### src/rtl/instr_fetch_unit_if.sv
// Fetch unit bus bundle: instruction ROM port, redirect input and decode-side handshake.
// The master modport is the fetch unit; the slave modport is its environment (ROM, decode, branch).
interface instr_fetch_unit_if #(
    parameter int unsigned DEPTH = 4
);
    localparam int unsigned CntW = $clog2(DEPTH) + 1;

    logic            fetch_en;
    logic [31:0]     imem_addr;
    logic [31:0]     imem_rdata;
    logic            redirect_valid;
    logic [31:0]     redirect_pc;
    logic            instr_valid;
    logic            instr_ready;
    logic [31:0]     instr;
    logic [31:0]     instr_pc;
    logic [CntW-1:0] q_count;

    modport master (
        input  fetch_en, imem_rdata, redirect_valid, redirect_pc, instr_ready,
        output imem_addr, instr_valid, instr, instr_pc, q_count
    );

    modport slave (
        output fetch_en, imem_rdata, redirect_valid, redirect_pc, instr_ready,
        input  imem_addr, instr_valid, instr, instr_pc, q_count
    );
endinterface

### src/rtl/instr_fetch_unit.sv
// Instruction fetch unit: drives the ROM address from fetch_pc, buffers {pc, instr} pairs
// in a DEPTH-entry prefetch queue popped by decode; a redirect flushes and restarts fetch.
module instr_fetch_unit #(
    parameter int unsigned DEPTH    = 4,
    parameter logic [31:0] RESET_PC = 32'h0
) (
    input logic               clk,
    input logic               rst_n,
    instr_fetch_unit_if.master bus
);
    localparam int unsigned PtrW = $clog2(DEPTH);
    localparam int unsigned CntW = PtrW + 1;

    logic [31:0]     fetch_pc_q, fetch_pc_d;
    logic [PtrW-1:0] rd_ptr_q, rd_ptr_d;
    logic [PtrW-1:0] wr_ptr_q, wr_ptr_d;
    logic [CntW-1:0] count_q, count_d;
    logic [63:0]     mem_q [DEPTH];
    logic [63:0]     mem_d [DEPTH];

    logic not_empty;
    logic push;
    logic pop;

    assign not_empty = (count_q != '0);
    assign pop  = not_empty & bus.instr_ready & ~bus.redirect_valid;
    // A full queue still accepts a push when the head leaves in the same cycle.
    assign push = bus.fetch_en & ~bus.redirect_valid & ((count_q < CntW'(DEPTH)) | pop);

    always_comb begin
        fetch_pc_d = fetch_pc_q;
        rd_ptr_d   = rd_ptr_q;
        wr_ptr_d   = wr_ptr_q;
        count_d    = count_q;
        mem_d      = mem_q;

        if (bus.redirect_valid) begin
            fetch_pc_d = {bus.redirect_pc[31:2], 2'b00};
            rd_ptr_d   = '0;
            wr_ptr_d   = '0;
            count_d    = '0;
        end else begin
            if (push) begin
                mem_d[wr_ptr_q] = {fetch_pc_q, bus.imem_rdata};
                wr_ptr_d        = wr_ptr_q + 1'b1;
                fetch_pc_d      = fetch_pc_q + 32'd4;
            end
            if (pop) begin
                rd_ptr_d = rd_ptr_q + 1'b1;
            end
            unique case ({push, pop})
                2'b10:   count_d = count_q + 1'b1;
                2'b01:   count_d = count_q - 1'b1;
                default: count_d = count_q;
            endcase
        end
    end

    always_ff @(posedge clk) begin
        if (!rst_n) begin
            fetch_pc_q <= RESET_PC;
            rd_ptr_q   <= '0;
            wr_ptr_q   <= '0;
            count_q    <= '0;
        end else begin
            fetch_pc_q <= fetch_pc_d;
            rd_ptr_q   <= rd_ptr_d;
            wr_ptr_q   <= wr_ptr_d;
            count_q    <= count_d;
            mem_q      <= mem_d;
        end
    end

    assign bus.imem_addr   = fetch_pc_q;
    assign bus.instr_valid = not_empty;
    assign bus.q_count     = count_q;
    assign bus.instr       = not_empty ? mem_q[rd_ptr_q][31:0]  : 32'h0;
    assign bus.instr_pc    = not_empty ? mem_q[rd_ptr_q][63:32] : 32'h0;
endmodule

### src/flat_wrapper.sv
// flat-port wrapper written by rule: the top's interface ports become plain ports
module instr_fetch_unit_flat 
#(
    parameter int unsigned DEPTH    = 4,
    parameter logic [31:0] RESET_PC = 32'h0
)
  (clk, rst_n, bus_fetch_en, bus_imem_rdata, bus_redirect_valid, bus_redirect_pc, bus_instr_ready, bus_imem_addr, bus_instr_valid, bus_instr, bus_instr_pc, bus_q_count);
  instr_fetch_unit_if #(.DEPTH(DEPTH)) bus_i ();
  input logic clk;
  input logic rst_n;
  input wire logic [$bits(bus_i.fetch_en)-1:0] bus_fetch_en;
  input wire logic [$bits(bus_i.imem_rdata)-1:0] bus_imem_rdata;
  input wire logic [$bits(bus_i.redirect_valid)-1:0] bus_redirect_valid;
  input wire logic [$bits(bus_i.redirect_pc)-1:0] bus_redirect_pc;
  input wire logic [$bits(bus_i.instr_ready)-1:0] bus_instr_ready;
  output wire logic [$bits(bus_i.imem_addr)-1:0] bus_imem_addr;
  output wire logic [$bits(bus_i.instr_valid)-1:0] bus_instr_valid;
  output wire logic [$bits(bus_i.instr)-1:0] bus_instr;
  output wire logic [$bits(bus_i.instr_pc)-1:0] bus_instr_pc;
  output wire logic [$bits(bus_i.q_count)-1:0] bus_q_count;
  assign bus_i.fetch_en = bus_fetch_en;
  assign bus_i.imem_rdata = bus_imem_rdata;
  assign bus_i.redirect_valid = bus_redirect_valid;
  assign bus_i.redirect_pc = bus_redirect_pc;
  assign bus_i.instr_ready = bus_instr_ready;
  assign bus_imem_addr = bus_i.imem_addr;
  assign bus_instr_valid = bus_i.instr_valid;
  assign bus_instr = bus_i.instr;
  assign bus_instr_pc = bus_i.instr_pc;
  assign bus_q_count = bus_i.q_count;
  instr_fetch_unit #(.DEPTH(DEPTH), .RESET_PC(RESET_PC)) u_core (.clk(clk), .rst_n(rst_n), .bus(bus_i));
endmodule
### config.mk
export PLATFORM = sky130hd
export DESIGN_NAME = instr_fetch_unit_flat
export DESIGN_NICKNAME = d
export VERILOG_FILES = /design/src/rtl/instr_fetch_unit_if.sv /design/src/rtl/instr_fetch_unit.sv /design/src/flat_wrapper.sv
export SDC_FILE = /design/constraint.sdc
export NUM_CORES = 1
export LEC_CHECK = 0
export CELL_PAD_IN_SITES_DETAIL_PLACEMENT = 0
export CELL_PAD_IN_SITES_GLOBAL_PLACEMENT = 1
export CORE_AREA = 4 4 202 155
export DETAILED_ROUTE_END_ITERATION = 8
export DIE_AREA = 0 0 206 159
export GPL_ROUTABILITY_DRIVEN = 1
export PLACE_DENSITY_LB_ADDON = 0.25
export SYNTH_ARGS = -nofsm -noshare
export SYNTH_HDL_FRONTEND = slang
export SYNTH_SLANG_ARGS = --single-unit
### constraint.sdc
create_clock -name clk -period 2.68 [get_ports clk]
set_input_delay 0.268 -clock clk [delete_from_list [all_inputs] [get_ports clk]]
set_output_delay 0.268 -clock clk [all_outputs]
set_load 0.01 [all_outputs]
==> results.ini, run 1 <==
[critical_path]
crit_required_ns=2.41
endpoint_kind=output pin
r2r.worst_path.cells=9
cp_slowest_cell=mux4_2
critical_path_class=flip-flop to output pin
crit_fanout=16
crit_chain=buf_12 > mux4_2 > and2_1 > clkdlybuf4s50_1
max_stage_delay_ns=0.51
regToRegSetupSlack_ns=0.41
cp.buffers_inverters=2
worst_ep_arrival_time_ns=2.32
cp_top_family=buffers and inverters
worst-path-stages=4
cp-start-kind=flip-flop

[clock_tree]
cts_sinks=285
root_buffer=clkbuf_16
tritoncts=yes
htree_levels=1
clk_latency_ns=0.56
cts_max_path_buffers=3
numCtsBuffers=28
clk_pin_slew_ns=0.06

[run]
cap_violations=0

[global_route]
grt_max_degree=64
grt_overflow=0
antenna_found_initial=1
grt.total_usage_pct=16.8
grt_pass1_vias=7174
grt_pass1_wl_mm=42.5

[pwr]
clockPowerShare_pct=41.8
cellPowerDensity_nw_per_um2=632
seqPwrFrac_pct=52.6
p_sw_mw=1.94
ir_drop_mv=0.420
leakagePower_nw=5.41
combinationalPowerShare_pct=5.5
internal_power_mw=7.57
swShare_pct=20.4
power.total_mw=9.51

[sta]
max_freq_mhz=387
hold_violations=0
slew-limit-headroom_pct=53.7
slew_violations=0
skew_ns=0.0268
setup_ws_ns=0.0936
rsz0062_at_grt=no
hold_ws_ns=0.341
worst_pin_slew_ns=0.695
fin_crit_sh_pct=96.5
min_period_ns=2.59
finalSetupViolCount=0

[route]
drt-total-wl_mm=27.8
wl_met1_mm=12.6
wl_met3_mm=1.58
routed_via_density=5.27
wl_met2_mm=13.1
first_pass_iters=5
drc=0
drtIter0Drc=442
num_vias=6752
top_layer=met4
antenna_left=0
wl_per_cell_um=21.7

[place]
place_inst=1228
hpwl_mm=17.9
place_ws_ns=0.137
dpl-instance-area_um2=14000
io_buffers=162
place.gp.congestion=0.758

[synth]
synth-seq-cells=285
ys_warn_count=0
synthFlopType=edfxtp_1
netlist_area_um2=11600
yosys.cell_types.count=46
synth_edf_count=248
syn_inst=685
syn_area_per_cell_um2=17.0
ys_seq_area_share_pct=70.4
asyncSetResetFlopFracSynth_pct=0

[finish]
n_antenna_cell=0
layoutNonFillerInstCount=1281
syn_to_final_growth_pct=29.3
drive_gt1_share_pct=16.4
fillers=2413
fin_area_um2=15000
fin_nets=945

[die]
core_um2=29100
ios=169
die_h_um=159
row_count=54
die_w_um=206
die-area_um2=32800
initial_core_util_pct=40.0

[hold_path]
worstHoldPathCells=3
hold_path_class=input pin to flip-flop

[outcome]
outcome=completed

[cell usage after synthesis, types with 11 or more instances]
cell type	count	share of area [%]
o21ai_0	27	1.2
mux4_2	62	12
inv_1	11	0.35
and2_1	69	3.7
nand3_1	18	0.77
buf_2	14	0.60
clkbuf_1	23	0.74
nor2_1	22	0.71
dfxtp_1	37	6.4
edfxtp_1	248	64
nand2_1	14	0.45
nand4_1	11	0.59
[worst min-delay path, delay by kind of cell]
family | cells | cell delay, ns
AOI/OAI and AO/OA | 2 | 0.18
buffers and inverters | 1 | 0.39
[routing by layer]
metal | vias up | track usage [%]
li1 | 3081 | -
met1 | 3443 | 23.8
met2 | 190 | 26.9
met3 | 38 | 3.62
met4 | 0 | 3.57
met5 | - | 0
[sequential cells by signal (all words and copies together), names as in the netlist]
name and count:
u_core.mem_q 248, u_core.bus.imem_addr 30, u_core.bus.q_count 3, u_core.rd_ptr_q 2, u_core.wr_ptr_q 2
[timing repair]
item	4_1_cts	5_1_grt
endpoints found under the setup margin	62	32
hold buffers	0	0
gates resized for setup	37	33
gates cloned	0	1
buffers inserted	1	1
[layout by cell type, fill, tap and decap left out, types with 7 or more instances in the layout]
| master | instances |
|---|---|
| nand2_1 | 14 |
| a211oi_1 | 7 |
| dlygate4sd2_1 | 30 |
| nand4_1 | 11 |
| dlymetal6s2s_1 | 29 |
| o21ai_0 | 27 |
| clkdlybuf4s50_1 | 103 |
| nor4_1 | 7 |
| or3_1 | 8 |
| dfxtp_1 | 35 |
| o31ai_1 | 9 |
| buf_12 | 16 |
| nor2_1 | 22 |
| inv_1 | 11 |
| clkbuf_16 | 30 |
| buf_4 | 13 |
| edfxtp_1 | 248 |
| or4_1 | 8 |
| mux4_2 | 62 |
| nand3_1 | 18 |
| and2_1 | 69 |
| a31oi_1 | 10 |
[through the flow]
stage	utilization [%]	TNS [ns]
finish	51.8	0
global route	51.8	0
CTS	51.4	-0.802
detailed placement	48.1	0
global placement	48.1	0
floorplan	-	0
[worst paths after layout]
kind	from	to
worst max register to register	u_core.bus.q_count[2]	u_core.bus.q_count[2]
worst max-delay path	u_core.rd_ptr_q[0]	bus_instr_pc[15]
worst min-delay path	bus_redirect_pc[11]	u_core.bus.imem_addr[11]
worst min register to register	u_core.bus.q_count[2]	u_core.bus.q_count[2]
[layout make-up]
type	count	area, um2	area share [%]
Timing Repair Buffer	194	2140	14.2
Clock buffer	36	762	5.06
Sequential cell	285	8200	54.5
Tap cell	392	490	3.26
Inverter	11	41.3	0.274
Multi-Input combinational cell	349	3250	21.6
Clock inverter	14	169	1.12
[cells by family (layout without fill, tap and decap cells)]
| logic type | after synthesis | count (layout) | share of synthesized area [%] |
|---|---|---|---|
| flops | 285 | 285 | 70.4 |
| simple gates | 192 | 192 | 9.82 |
| compound gates | 70 | 70 | 3.85 |
| mux | 64 | 64 | 12.2 |
| buf+inv | 54 | 255 | 2.02 |
| xor+xnor | 12 | 12 | 0.903 |
| fa+ha+maj | 7 | 7 | 0.817 |
| other cells | 1 | 4 | 0.0322 |
[power by group through the flow]
stage                     combinational, mW  clock [mW]  sequential, mW
after floorplan                       0.198           0            5.08
after global placement                0.525           0            5.09
after detailed placement              0.537           0            5.09
after CTS                             0.533        4.09            5.00
after global routing                  0.572        4.29            5.01
final                                 0.527        3.98            5.00
Note: power is estimated with default switching activity, not from simulation.
==> run 2, diff against run 1 <==
Settings changed: CTS_CLUSTER_DIAMETER from default to 60.
==> results of run 2 <==
No change in the layout: final DEF, timing and power equal those of run 1.
==> run 3, diff against run 2 <==
Settings changed: GPL_ROUTABILITY_DRIVEN 1 to 0, HOLD_SLACK_MARGIN from default to 0.02.
==> results of run 3 <==
No change in the layout: final DEF, timing and power equal those of run 1.
